==> config.mk <==
export PLATFORM = sky130hd
export DESIGN_NAME = seg_decoder_rx
export DESIGN_NICKNAME = d
export VERILOG_FILES = /design/src/rtl/seg_decoder_rx.sv
export SDC_FILE = /design/constraint.sdc
export NUM_CORES = 1
export LEC_CHECK = 0
export CAP_MARGIN = 20
export CORE_ASPECT_RATIO = 1.1
export CORE_MARGIN = 2
export CORE_UTILIZATION = 51
export CTS_CLUSTER_DIAMETER = 60
export DETAILED_ROUTE_END_ITERATION = 10
export GPL_ROUTABILITY_DRIVEN = 1
export PLACE_DENSITY_LB_ADDON = 0.15
export SKIP_LAST_GASP = 1
export SLEW_MARGIN = 10
export SYNTH_ARGS = -nofsm -noshare
export SYNTH_HDL_FRONTEND = slang
export SYNTH_SLANG_ARGS = --single-unit
export TNS_END_PERCENT = 10
==> constraint.sdc <==
create_clock -name clk -period 1.7 [get_ports clk]
set_clock_uncertainty 0.15 [all_clocks]
set_input_delay 0.34 -clock clk [delete_from_list [all_inputs] [get_ports clk]]
set_output_delay 0.34 -clock clk [all_outputs]
set_load 0.1 [all_outputs]
==> src/rtl/seg_decoder_rx.sv <==
// seg_decoder_rx: receiving end of the seven-segment loopback path.
// Synchronizes the segment lines, waits for a pattern to stay stable for
// STABLE_CYCLES samples, decodes it to a hex digit (flagging non-glyph
// patterns as illegal) and offers each newly settled result over valid/ready.
// Optional build macro SEGRX_ACTIVE_HIGH_EN: segment lines are active-high
// (glyph table inverted, blank/reset pattern becomes 7'h00).
module seg_decoder_rx #(
    parameter int STABLE_CYCLES = 16,
    parameter int CNT_W         = 8
) (
    input  logic       clk,
    input  logic       reset,
    input  logic [6:0] seg_in,
    output logic [3:0] digit,
    output logic       illegal,
    output logic       out_valid,
    input  logic       out_ready,
    output logic       overrun
);

    typedef enum logic [1:0] {
        ST_SETTLE = 2'd0,
        ST_EMIT   = 2'd1,
        ST_HOLD   = 2'd2
    } state_t;

`ifdef SEGRX_ACTIVE_HIGH_EN
    localparam logic [6:0] SEG_BLANK = 7'h00;
`else
    localparam logic [6:0] SEG_BLANK = 7'h7F;
`endif

    localparam logic [CNT_W-1:0] CNT_ZERO = CNT_W'(0);
    localparam logic [CNT_W-1:0] CNT_ONE  = CNT_W'(1);
    localparam logic [CNT_W-1:0] CNT_MAX  = CNT_W'(STABLE_CYCLES);
    localparam logic [CNT_W-1:0] CNT_LAST = CNT_W'(STABLE_CYCLES - 1);

    // Map a segment pattern to {illegal, digit}; non-glyph patterns give {1, 0}.
    function automatic logic [4:0] f_decode(input logic [6:0] i_pat);
        logic [6:0] w_low;
`ifdef SEGRX_ACTIVE_HIGH_EN
        w_low = ~i_pat;
`else
        w_low = i_pat;
`endif
        case (w_low)
            7'h40:   f_decode = {1'b0, 4'h0};
            7'h79:   f_decode = {1'b0, 4'h1};
            7'h24:   f_decode = {1'b0, 4'h2};
            7'h30:   f_decode = {1'b0, 4'h3};
            7'h19:   f_decode = {1'b0, 4'h4};
            7'h12:   f_decode = {1'b0, 4'h5};
            7'h02:   f_decode = {1'b0, 4'h6};
            7'h78:   f_decode = {1'b0, 4'h7};
            7'h00:   f_decode = {1'b0, 4'h8};
            7'h10:   f_decode = {1'b0, 4'h9};
            7'h08:   f_decode = {1'b0, 4'hA};
            7'h03:   f_decode = {1'b0, 4'hB};
            7'h46:   f_decode = {1'b0, 4'hC};
            7'h21:   f_decode = {1'b0, 4'hD};
            7'h06:   f_decode = {1'b0, 4'hE};
            7'h0E:   f_decode = {1'b0, 4'hF};
            default: f_decode = {1'b1, 4'h0};
        endcase
    endfunction

    logic [6:0]       r_sync1;
    logic [6:0]       r_sync2;
    logic [6:0]       r_prev;
    logic [6:0]       r_settled;
    logic [CNT_W-1:0] r_cnt;
    state_t           r_state;
    state_t           w_state_nxt;
    logic             w_match;
    logic             w_latch;
    logic [4:0]       w_dec;
    logic [3:0]       r_digit;
    logic             r_illegal;
    logic             r_valid;
    logic             r_overrun;

    assign w_match = (r_sync2 == r_prev);
    assign w_dec   = f_decode(r_settled);

    assign digit     = r_digit;
    assign illegal   = r_illegal;
    assign out_valid = r_valid;
    assign overrun   = r_overrun;

    // Two-flop synchronizer plus one-cycle-old copy for the stability compare.
    always_ff @(posedge clk) begin
        if (!reset) begin
            r_sync1 <= SEG_BLANK;
            r_sync2 <= SEG_BLANK;
            r_prev  <= SEG_BLANK;
        end else begin
            r_sync1 <= seg_in;
            r_sync2 <= r_sync1;
            r_prev  <= r_sync2;
        end
    end

    // Stability counter: restarts on any change, saturates once settled.
    always_ff @(posedge clk) begin
        if (!reset) begin
            r_cnt <= CNT_ZERO;
        end else if (!w_match) begin
            r_cnt <= CNT_ZERO;
        end else if (r_cnt < CNT_MAX) begin
            r_cnt <= r_cnt + CNT_ONE;
        end else begin
            r_cnt <= r_cnt;
        end
    end

    // State register and latch of the most recently settled pattern.
    always_ff @(posedge clk) begin
        if (!reset) begin
            r_state   <= ST_SETTLE;
            r_settled <= SEG_BLANK;
        end else begin
            r_state <= w_state_nxt;
            if (w_latch) begin
                r_settled <= r_sync2;
            end else begin
                r_settled <= r_settled;
            end
        end
    end

    // Next-state logic: a change always restarts settling; a settled pattern
    // only emits when it differs from the previous settled one.
    always_comb begin
        w_state_nxt = r_state;
        w_latch     = 1'b0;
        if (!w_match) begin
            w_state_nxt = ST_SETTLE;
        end else begin
            case (r_state)
                ST_SETTLE: begin
                    if (r_cnt >= CNT_LAST) begin
                        if (r_sync2 != r_settled) begin
                            w_state_nxt = ST_EMIT;
                            w_latch     = 1'b1;
                        end else begin
                            w_state_nxt = ST_HOLD;
                        end
                    end else begin
                        w_state_nxt = ST_SETTLE;
                    end
                end
                ST_EMIT: w_state_nxt = ST_HOLD;
                ST_HOLD: w_state_nxt = ST_HOLD;
                default: w_state_nxt = ST_SETTLE;
            endcase
        end
    end

    // Result register and handshake; an emit overrides a pending accept and
    // flags overrun only when the previous result was not being taken.
    always_ff @(posedge clk) begin
        if (!reset) begin
            r_digit   <= 4'h0;
            r_illegal <= 1'b0;
            r_valid   <= 1'b0;
            r_overrun <= 1'b0;
        end else if (r_state == ST_EMIT) begin
            r_digit   <= w_dec[3:0];
            r_illegal <= w_dec[4];
            r_valid   <= 1'b1;
            if (r_valid && !out_ready) begin
                r_overrun <= 1'b1;
            end else begin
                r_overrun <= r_overrun;
            end
        end else if (r_valid && out_ready) begin
            r_valid <= 1'b0;
        end else begin
            r_valid <= r_valid;
        end
    end

endmodule

---- Word level (Yosys, flattened, before mapping) ----
Index checks and enable logic that the tools add are counted.
storage, ports and cells
  bits in registers ....................... 45
  latch bits .............................. 0
  RAM bits ................................ 0
  memory bits (read-only) ................. 0
  input port bits ......................... 10
  output and inout bits ................... 7
  logic and storage cells ................. 51
  memories ................................ 0
cells by class
  $add $sub $neg .......................... 1
  multiply operators ...................... 0
  divide/modulo/power cells ............... 0
  order comparisons ....................... 2
  equal/unequal tests ..................... 19
  shifts and indexed selects .............. 0
  muxes and demuxes ....................... 10
  bitwise gates (word level) .............. 0
  reduce and logical (&&, ||, !) cells .... 9
operators with widths
  cell                                                        count
  case mux 5 bit (16 select lines)                            1
  equality test 7 bit, second input constant                  4
  equality test 7 x 5 -> 1 bit, second input constant         3
  equality test 7 x 6 -> 1 bit, second input constant         3
  equality test 7 x 2 -> 1 bit, second input constant         2
  equality test 7 x 4 -> 1 bit, second input constant         2
  adder 8 x 1 -> 8 bit, second input constant                 1
  >= comparator 8 x 4 -> 1 bit, second input constant         1
  less-than comparator 8 x 5 -> 1 bit, second input constant  1
  equality test 7 x 3 -> 1 bit, second input constant         1
  equality test 7 bit                                         1
  zero test 7 bit                                             1
  inequality test 7 bit                                       1
  2-to-1 mux 1 bit                                            6
  2-to-1 mux 2 bit                                            2
  case mux 2 bit (2 select lines)                             1
  AND reduction 2 bit                                         2
  equality test 2 x 1 -> 1 bit, second input constant         1
  equality test 2 bit, second input constant                  1
  logical AND 1 bit                                           2
  zero test 2 bit                                             1
  nonzero test 2 bit                                          1
  OR reduction 2 bit                                          1
  zero test 1 bit                                             1

---- Logic depth before layout (Yosys ltp) ----
Gate-level depths: netlist of run 1.
  depth after elaboration ................. 5
  depth in mapped cells ................... 7
  mapped depth without buffers ............ 5

---- Worst setup path after synthesis of run 1 ----
Ideal clock, no wire load.
  path kind ............................... register -> register
  start point ............................. register r_cnt[4]
  end point ............................... register r_settled[0]
  library setup time ...................... 0.123 ns
  data arrival time ....................... 1.502 ns
  required time ........................... 1.427 ns
  slack ................................... -0.075 ns
  stages on the path, launching flop included .. 5
  period minus slack after synthesis ...... 1.775 ns
  cell sequence ........................... dfxtp_1 > nor4_2 > a21boi_1 > nand3b_2 > mux2_1
between the ends
  longest elaborated chain between the ends .. 4
RTL lines
  item                          line  RTL
  from (decl)                   71    logic [CNT_W-1:0] r_cnt;
  from (signal assigned)        110   r_cnt <= r_cnt + CNT_ONE;
  from (signal assigned)        112   r_cnt <= r_cnt;
  >= comparator 8 x 4 -> 1 bit  141   if (r_cnt >= CNT_LAST) begin
  2-to-1 mux 1 bit              141
  2-to-1 mux 1 bit              139   case (r_state)
  2-to-1 mux 1 bit              136   if (!w_match) begin
  to (signal assigned)          124   r_settled <= r_sync2;
  to (signal assigned)          126   r_settled <= r_settled;
  to (decl)                     70    logic [6:0] r_settled;
No other way between the ends.
A chain may end at the register's enable or synchronous reset.

---- Worst setup path in the final report of run 1 ----
  start point ............................. register r_settled[4]
  end point ............................... register r_settled[1]
between the ends
  longest elaborated chain between the ends .. 5
RTL lines
  item                   line  RTL
  inequality test 7 bit  142   if (r_sync2 != r_settled) begin
  2-to-1 mux 1 bit       142
  2-to-1 mux 1 bit       141
  2-to-1 mux 1 bit       139
  2-to-1 mux 1 bit       136
No other way between the ends.

==> flow_summary.yaml, run 1 <==
sta:
  final.period_utilization_pct: 103.6
  max_clk_rate_ghz: 0.5679
  final_setup_vio_count: 9
  layout_setup_ws_ns: -0.06077
  rsz0062_at_grt: "yes"
  number_of_hold_violations_in_the_final_report: 0
  max_slew_headroom_pct: 73.21
  final.min_clock_period_ns: 1.761
  worst-slew-pin-transition_ns: 0.3963
  report.final.slew_viol_count: 0
  totalNegativeSetupSlack_ns: -0.3953
detailed_routing:
  routed-via-count: 1486
  detailedRoute.firstIterationViolations: 47
  post_drt_via_cell_ratio: 5.307
  drcViolationCount: 0
  route.detailed.wl_per_inst_um: 12.84
  ant_nets: 0
  dr.pass1.iters: 4
  finalWirelength_um: 3595
synthesis:
  synth_edf_count: 0
  synth_top_area_cell: "sky130_fd_sc_hd__dfxtp_1"
  ys_types: 42
  asyncSetResetFlopFracSynth_pct: 0
  synth_top_cells_by_count: "45 x sky130_fd_sc_hd__dfxtp_1, 28 x sky130_fd_sc_hd__nand2b_1, 11 x sky130_fd_sc_hd__clkbuf_1, 11 x sky130_fd_sc_hd__xnor2_1, 10 x sky130_fd_sc_hd__nor2_1"
  synthDominantCellAreaShare_pct: 46.39
  synth_most_common_cell: "sky130_fd_sc_hd__dfxtp_1"
  synthesis.instances: 198
  ys_ff_latch: 45
  ranking_of_synthesized_cells_by_area: "sky130_fd_sc_hd__dfxtp_1 46%, sky130_fd_sc_hd__nand2b_1 9.0%, sky130_fd_sc_hd__xnor2_1 5.0%"
  syn_nets: 212
  synth-seq-area-share_pct: 46.39
  post_synth.cell_area_avg_um2: 9.807
  synth_top_flop_cell: "sky130_fd_sc_hd__dfxtp_1"
  ys.warnings.count: 0
  syn_area_um2: 1942
setup_path:
  cp.arrival_ns: 1.80
  worst_path_max_fanout: 7
  cp_slowest_stage_delay_ns: 0.33
  critPathBufInv: 0
  critPathKind: "reg -> reg"
  r2r_cells: 5
  crit_slowest_cell: "sky130_fd_sc_hd__mux2_1"
  timing.reg2reg.setup_slack_ns: -0.06
  category_of_the_worst_setup_path_capture_point: "flop"
  crit_required_ns: 1.74
  path_delay_family: "simple AND/OR/NAND/NOR gates"
  worstReg2RegEnd: "r_settled[1]"
  crit-reg2reg-launch: "r_settled[4]"
  timing.critical_path.from_type: "flop"
  crit_chain: "xnor2_1 > nand4_1 > nor4_4 > nand3b_4 > mux2_1"
layout:
  num-fill-cells: 280
  post_route_cells_drive_above_1_share_pct: 25.65
  num-nets-final: 243
  finalCoreUtilization_pct: 70.32
  insertedDiodeCount: 0
  syn2layout_area_growth_pct: 32.35
floorplanning:
  top_level_ports: 17
  dieArea_um2: 4318
  chipWidth_um: 62.84
  core_um2: 3655
  initial_core_utilization_pct: 53.13
  die_height_um: 68.72
  floorplan.rows: 23
outcome:
  status: "complete, but fails checks"
  failed_checks: "setup timing"
pwr:
  power.static_leakage_nw: 1.040
  powerDensity_nw_per_um2: 789.4
  ir_drop_mv: 0.6613
cts:
  clk-insertion-delay-late_ns: 0.30
  clkSlewWorstSetupHoldPaths_ns: 0.08
  clkSinkCount: 45
  tritoncts_clock_tree: "yes"
  clock_tree.htree_level_count: 2
  clk_path_buf_depth: 2
  cts.root.buffer_cell: "sky130_fd_sc_hd__clkbuf_8"
  cts-buffers-inserted: 5
global_routing:
  wire_length_of_the_first_global_routing_pass_um: 6182
  antenna_violations_before_repair: 0
  track_usage_pct: 18.61
  vias_in_the_first_global_route: 1442
  grt_start_max_net_pins: 20
  grt-ovfl-total: 0
place:
  half_perimeter_wire_length_after_placement_um: 2625
  place_congestion: 0.8325
  placement.io_buffers: 16
flow_run:
  drv.max_cap_violation_count: 0
min_path:
  min_delay_worst_endpoint: "r_sync2[3]"
  worst_hold_path_type: "reg -> reg"
  min_from: "r_sync1[3]"
  holdPathStages: 1
-- power by group --
part | total [mW] | internal [mW] | switching, mW
logic | 0.142 | 0.0845 | 0.0574
registers | 1.09 | 1.08 | 0.0121
clock network | 0.798 | 0.440 | 0.358
total | 2.03 | 1.60 | 0.428
-- stage by stage --
| step | total power, mW | instance area, µm² | hold WS, ns | setup slack (ns) | cells |
|---|---|---|---|---|---|
| 3_3_place_gp | 1.242 | 2386 | 0.2409 | -0.09121 | 271 |
| 3_5_place_dp | 1.246 | 2386 | 0.2503 | -0.1336 | 271 |
| 4_1_cts | 2.041 | 2546 | 0.2727 | -0.08213 | 280 |
| 2_1_floorplan | 1.181 | 1969 | 0.2363 | -0.005593 | 198 |
| 6_report | 2.029 | 2570 | 0.2663 | -0.06077 | 280 |
| 5_1_grt | 2.115 | 2570 | 0.2803 | -0.1535 | 280 |
-- cells by family (layout without fill, tap and decap cells) --
logic type,after synthesis,count (layout),synth area share [%]
AO/OA/AOI/OAI,26,26,8.570
XOR/XNOR,19,19,8.570
adder cells (fa/ha/maj),4,4,2.577
buffers and inverters,15,47,3.029
flip-flops,45,45,46.39
multiplexers,8,8,4.575
AND/OR/NAND/NOR,81,81,26.29
-- routing by layer --
layer	vias to the layer above	track usage, %	routed length, µm
li1	744	-	-
met1	688	18.31	1424
met2	43	35.75	1914
met3	11	6.494	191
met4	0	8.889	65
met5	-	0	0
-- repair_timing --
action / CTS / global route
endpoints found under the setup margin: 10 / 16
setup buffers: 1 / 0
hold buffers: 0 / 0
pin swaps: 1 / 1
gates cloned: 0 / 0
gates resized for setup: 11 / 7
-- worst max path at each step --
stage | slack (ns) | cells past startpoint | from | endpoint
2_1_floorplan | -0.006 | 3 | r_settled[6] | digit[0]
3_3_place_gp | -0.09 | 5 | r_sync2[4] | r_settled[6]
3_5_place_dp | -0.13 | 5 | r_sync2[4] | r_settled[6]
4_1_cts | -0.08 | 5 | r_sync2[2] | r_settled[6]
5_1_grt | -0.15 | 6 | r_sync2[3] | r_state[1]
6_report | -0.06 | 5 | r_settled[4] | r_settled[1]
-- flip-flops by register name (all words and copies together), names as in the netlist --
register / flops
digit: 4
illegal: 1
out_valid: 1
overrun: 1
r_cnt: 8
r_prev: 7
r_settled: 7
r_state: 2
r_sync1: 7
r_sync2: 7
-- cell usage in the layout (no fill, tap or decap), types with 4 or more instances in the layout --
cell type	n
sky130_fd_sc_hd__nand2_1	7
sky130_fd_sc_hd__xnor2_1	11
sky130_fd_sc_hd__nor2_1	10
sky130_fd_sc_hd__nand2b_1	28
sky130_fd_sc_hd__dfxtp_1	36
sky130_fd_sc_hd__dfxtp_2	9
sky130_fd_sc_hd__nor3_1	4
sky130_fd_sc_hd__buf_4	18
sky130_fd_sc_hd__ha_1	4
sky130_fd_sc_hd__buf_12	9
sky130_fd_sc_hd__xor2_1	7
sky130_fd_sc_hd__a21oi_1	5
sky130_fd_sc_hd__o21ai_0	7
sky130_fd_sc_hd__nand3_1	4
sky130_fd_sc_hd__clkdlybuf4s50_1	9
sky130_fd_sc_hd__mux2_4	6
sky130_fd_sc_hd__clkbuf_8	5
sky130_fd_sc_hd__nand4_1	4
-- cell type report --
type | instances | area (µm²) | area share, %
multi-input cells | 138 | 1059 | 41.19
flip-flops and latches | 45 | 912.1 | 35.49
repair buffers | 37 | 416.7 | 16.21
clock buffers | 5 | 68.82 | 2.678
well taps | 50 | 62.56 | 2.434
clock inverters | 3 | 43.79 | 1.704
inverters | 2 | 7.507 | 0.2921
Note: power is estimated with default switching activity, not from simulation.
==> run 2, diff against run 1 <==
--- a/config.mk
+++ b/config.mk
@@ -12,6 +12,7 @@
 export CTS_CLUSTER_DIAMETER = 60
 export DETAILED_ROUTE_END_ITERATION = 10
 export GPL_ROUTABILITY_DRIVEN = 1
+export GPL_TIMING_DRIVEN = 0
 export PLACE_DENSITY_LB_ADDON = 0.15
 export SKIP_LAST_GASP = 1
 export SLEW_MARGIN = 10
==> flow_summary.yaml, run 2 (synthesis results as in run 1) <==
outcome:
  status: "complete, but fails checks"
  failed_checks: "setup timing"
layout:
  largest_register_ff_count: 8
  final_cells: 273
  finalCoreUtilization_pct: 65.15
  syn2layout_area_growth_pct: 22.62
  insertedDiodeCount: 0
  max_flop_register: "r_cnt"
  layout_common_cells: "34 x sky130_fd_sc_hd__dfxtp_1, 28 x sky130_fd_sc_hd__nand2b_1, 11 x sky130_fd_sc_hd__dfxtp_2"
  post_route_cells_drive_above_1_share_pct: 19.28
  num-nets-final: 236
  final_common_cell: "sky130_fd_sc_hd__dfxtp_1"
sta:
  timing.hold.ws_ns: 0.2582
  totalNegativeSetupSlack_ns: -1.743
  max_slew_headroom_pct: 37.14
  max_clk_rate_ghz: 0.5136
  layout_setup_ws_ns: -0.2470
  number_of_hold_violations_in_the_final_report: 0
  final.min_clock_period_ns: 1.947
  report.final.slew_viol_count: 0
  worst-slew-pin-transition_ns: 0.9466
  rsz0062_at_grt: "yes"
  final_setup_vio_count: 14
  final.period_utilization_pct: 114.5
pwr:
  power.static_leakage_nw: 0.9305
  powerDensity_nw_per_um2: 854.7
  pnr_total_power_mw: 2.035
  ir_drop_mv: 0.7619
floorplanning:
  initial_core_utilization_pct: 53.13
  floorplan.rows: 23
  top_level_ports: 17
  dieArea_um2: 4318
  core_um2: 3655
  chipWidth_um: 62.84
  die_height_um: 68.72
detailed_routing:
  routed-via-count: 1460
  ant_nets: 0
  finalWirelength_um: 3583
  post_drt_via_cell_ratio: 5.348
  route.detailed.wl_per_inst_um: 13.12
  drcViolationCount: 0
  dr.pass1.iters: 4
  detailedRoute.firstIterationViolations: 67
global_routing:
  antenna_violations_before_repair: 0
  wire_length_of_the_first_global_routing_pass_um: 6037
  grt_start_max_net_pins: 14
  grt-ovfl-total: 0
  track_usage_pct: 18.07
  vias_in_the_first_global_route: 1398
cts:
  clk-insertion-delay-late_ns: 0.30
  clock_tree.htree_level_count: 2
  cts.root.buffer_cell: "sky130_fd_sc_hd__clkbuf_8"
  clkSlewWorstSetupHoldPaths_ns: 0.08
  cts.hold.buffers_added: 0
  cts-buffers-inserted: 5
  clk_path_buf_depth: 2
  tritoncts_clock_tree: "yes"
  clkSinkCount: 45
place:
  numPlacedInstances: 264
  half_perimeter_wire_length_after_placement_um: 2667
  place_congestion: 0.8432
  placement.io_buffers: 16
setup_path:
  crit_required_ns: 1.21
  cp.arrival_ns: 1.46
  category_of_the_worst_setup_path_capture_point: "primary output"
  crit_chain: "clkdlybuf4s15_1"
  timing.critical_path.from_type: "flop"
  cp_slowest_stage_delay_ns: 0.82
  path_delay_family: "buffers and inverters"
  critPathKind: "reg -> out"
  crit_slowest_cell: "sky130_fd_sc_hd__clkdlybuf4s15_1"
  worst_path_max_fanout: 2
  critPathBufInv: 1
flow_run:
  drv.max_cap_violation_count: 0
min_path:
  worst_hold_path_type: "reg -> reg"
## run 2: cell types whose count changed in the layout (fill, tap and decap cells not counted), sizes merged
cell           previous run  this run
clkbuf                    5        18
clkdlybuf4s15             0         6
clkinv                    1         0
inv                       3         2
buf                      28         4
## run 2: cell type report
cell class / count / area (µm²)
sequential: 45 / 914.6
timing repair buffer: 18 / 173.9
buffer: 12 / 60.06
fill: 301 / 1274
inverter: 2 / 7.507
clock inverter: 1 / 30.03
tap: 50 / 62.56
multi-input combinational: 138 / 1046
clock buffer: 7 / 86.33
## run 2: stage by stage
step | worst slack, ns | instance area, µm²
after floorplan | -0.005593 | 1969
after global placement | -0.5669 | 2192
after detailed placement | -0.6213 | 2192
after CTS | -0.2703 | 2312
after global routing | -0.2827 | 2381
final | -0.2470 | 2381
## run 2: path summary, 6_finish.rpt
kind,from,to,slack (ns),cells past startpoint
worst min register to register,r_sync1[6],r_sync2[6],0.26,1
worst min-delay path,r_sync1[6],r_sync2[6],0.26,1
worst max register to register,r_sync2[0],r_settled[6],-0.12,5
worst max-delay path,overrun,overrun,-0.25,1
## run 2: timing repair
action                                 in CTS  in global routing
gates cloned                                0                  0
gates resized for setup                    17                 33
setup buffers                               0                  2
setup endpoints to repair                  34                 39
pin swaps                                   0                  9
endpoints found under the hold margin       0                  0
## run 2: layer usage
metal | up-vias | GRT usage [%] | share of wire, %
met1 | 680 | 18.60 | 42
met2 | 36 | 34.68 | 52
li1 | 734 | - | -
met5 | - | 0 | 0
met4 | 0 | 8.611 | 2.6
met3 | 10 | 5.032 | 3.7
## run 2: power breakdown
part | internal, mW | total (mW) | switching, mW | leakage [nW]
combinational | 0.0691 | 0.123 | 0.0534 | 0.510
clock | 0.479 | 0.821 | 0.342 | 0.0585
sequential | 1.08 | 1.09 | 0.0145 | 0.362
total | 1.62 | 2.04 | 0.410 | 0.930
==> run 3, diff against run 2 <==
--- a/config.mk
+++ b/config.mk
@@ -8,7 +8,7 @@
 export CAP_MARGIN = 20
 export CORE_ASPECT_RATIO = 1.1
 export CORE_MARGIN = 2
-export CORE_UTILIZATION = 51
+export CORE_UTILIZATION = 44
 export CTS_CLUSTER_DIAMETER = 60
 export DETAILED_ROUTE_END_ITERATION = 10
 export GPL_ROUTABILITY_DRIVEN = 1
==> flow_summary.yaml, run 3 (synthesis results as in run 1) <==
outcome:
  status: "complete, but fails checks"
  failed_checks: "setup timing"
detailed_routing:
  drcViolationCount: 0
  route.detailed.wl_per_inst_um: 13.14
  ant_nets: 0
  post_drt_via_cell_ratio: 5.142
  detailedRoute.firstIterationViolations: 91
  finalWirelength_um: 3692
  dr.pass1.iters: 4
  routed-via-count: 1445
cts:
  clkSlewWorstSetupHoldPaths_ns: 0.08
  clk_path_buf_depth: 2
  clk-insertion-delay-late_ns: 0.29
  clock_tree.htree_level_count: 2
  cts-buffers-inserted: 5
  tritoncts_clock_tree: "yes"
  cts.root.buffer_cell: "sky130_fd_sc_hd__clkbuf_8"
  cts.hold.buffers_added: 0
  clkSinkCount: 45
sta:
  final_setup_vio_count: 17
  number_of_hold_violations_in_the_final_report: 0
  final.min_clock_period_ns: 1.924
  max_clk_rate_ghz: 0.5198
  max_slew_headroom_pct: 37.31
  final.period_utilization_pct: 113.2
  layout_setup_ws_ns: -0.2237
  rsz0062_at_grt: "yes"
  worst-slew-pin-transition_ns: 0.9440
  report.final.slew_viol_count: 0
layout:
  final_common_cell: "sky130_fd_sc_hd__dfxtp_1"
  post_route_cells_drive_above_1_share_pct: 22.03
  syn2layout_area_growth_pct: 25.52
  layout_common_cells: "36 x sky130_fd_sc_hd__dfxtp_1, 28 x sky130_fd_sc_hd__nand2b_1, 10 x sky130_fd_sc_hd__nor2_1"
  post-route-cell-area_um2: 2437
  largest_register_ff_count: 8
  num-nets-final: 240
  final_cells: 281
  max_flop_register: "r_cnt"
  insertedDiodeCount: 0
setup_path:
  timing.critical_path.from_type: "flop"
  crit_slowest_cell: "sky130_fd_sc_hd__clkdlybuf4s15_1"
  crit_chain: "clkdlybuf4s15_1"
  r2r_cells: 5
  crit-reg2reg-launch: "r_prev[3]"
  cp_slowest_stage_delay_ns: 0.81
  path_delay_family: "buffers and inverters"
  cp.arrival_ns: 1.43
  worst_path_max_fanout: 2
  crit_start: "digit[1]"
  category_of_the_worst_setup_path_capture_point: "primary output"
  crit_required_ns: 1.21
  worstReg2RegEnd: "r_settled[5]"
  timing.reg2reg.setup_slack_ns: -0.17
  critPathBufInv: 1
  critPathKind: "reg -> out"
global_routing:
  grt_start_max_net_pins: 14
  grt-ovfl-total: 0
  track_usage_pct: 16.55
  wire_length_of_the_first_global_routing_pass_um: 6210
  antenna_violations_before_repair: 0
  vias_in_the_first_global_route: 1475
place:
  place_congestion: 0.8182
  place_area_um2: 2197
  placement.io_buffers: 16
  half_perimeter_wire_length_after_placement_um: 2675
  numPlacedInstances: 268
pwr:
  pnr_total_power_mw: 1.844
  ir_drop_mv: 0.5761
  total_switching_power_mw: 0.4102
  share_clk_of_total_power_pct: 34.3
  intPower_mw: 1.434
  switching_share_pct: 22.25
  powerDensity_nw_per_um2: 756.5
  power_share_of_the_combinational_group_pct: 6.9
  power.static_leakage_nw: 0.9372
  power_frac_seq_pct: 58.8
floorplanning:
  top_level_ports: 17
  chipWidth_um: 67.34
  initial_core_utilization_pct: 45.31
  dieArea_um2: 4961
  core_um2: 4285
  die_height_um: 73.68
  floorplan.rows: 25
min_path:
  holdPathStages: 1
  min_delay_worst_endpoint: "r_sync2[4]"
  min_from: "r_sync1[4]"
  worst_hold_path_type: "reg -> reg"
flow_run:
  drv.max_cap_violation_count: 0
[run 3: per-layer routing]
| metal | share of wire (%) | global-route usage, % | up-vias | routed length, µm |
|---|---|---|---|---|
| li1 | - | - | 744 | - |
| met1 | 42 | 17.32 | 655 | 1544 |
| met2 | 51 | 30.03 | 34 | 1885 |
| met3 | 4.0 | 4.441 | 12 | 146 |
| met4 | 3.1 | 8.163 | 0 | 115 |
| met5 | 0 | 0 | - | 0 |
[run 3: layout make-up]
| cell class | instances | area (µm²) |
|---|---|---|
| Fill cell | 362 | 1848 |
| Multi-Input combinational cell | 138 | 1079 |
| Sequential cell | 45 | 924.6 |
| Timing Repair Buffer | 22 | 203.9 |
| Clock buffer | 7 | 76.32 |
| Buffer | 12 | 71.32 |
| Tap cell | 54 | 67.56 |
| Clock inverter | 1 | 7.507 |
| Inverter | 2 | 7.507 |
[run 3: what timing repair did]
action | CTS | global route
gates resized for setup | 18 | 49
setup endpoints to repair | 39 | 38
pin swaps | 0 | 11
setup buffers | 0 | 6
[run 3: stage by stage]
stage	utilization (%)	hold WS [ns]	setup TNS, ns	setup slack [ns]
floorplan	-	0.2363	-0.005593	-0.005593
detailed placement	51.27	0.2417	-12.88	-0.6077
global placement	51.27	0.2385	-11.93	-0.5849
global route	56.88	0.2773	-3.738	-0.2779
CTS	53.34	0.2609	-3.826	-0.2413
finish	56.88	0.2586	-2.191	-0.2237
[run 3: power groups by stage]
stage	Clock, mW	Sequential, mW	Combinational [mW]
global route	0.693	1.09	0.141
detailed placement	0	1.11	0.108
floorplan	0	1.11	0.0700
global placement	0	1.11	0.104
finish	0.632	1.08	0.127
CTS	0.651	1.09	0.108
[run 3: worst max path at each step]
stage,to,cells past startpoint
after global placement,illegal,5
after global routing,out_valid,1
after CTS,out_valid,1
final,digit[1],1
after detailed placement,illegal,5
after floorplan,digit[0],3
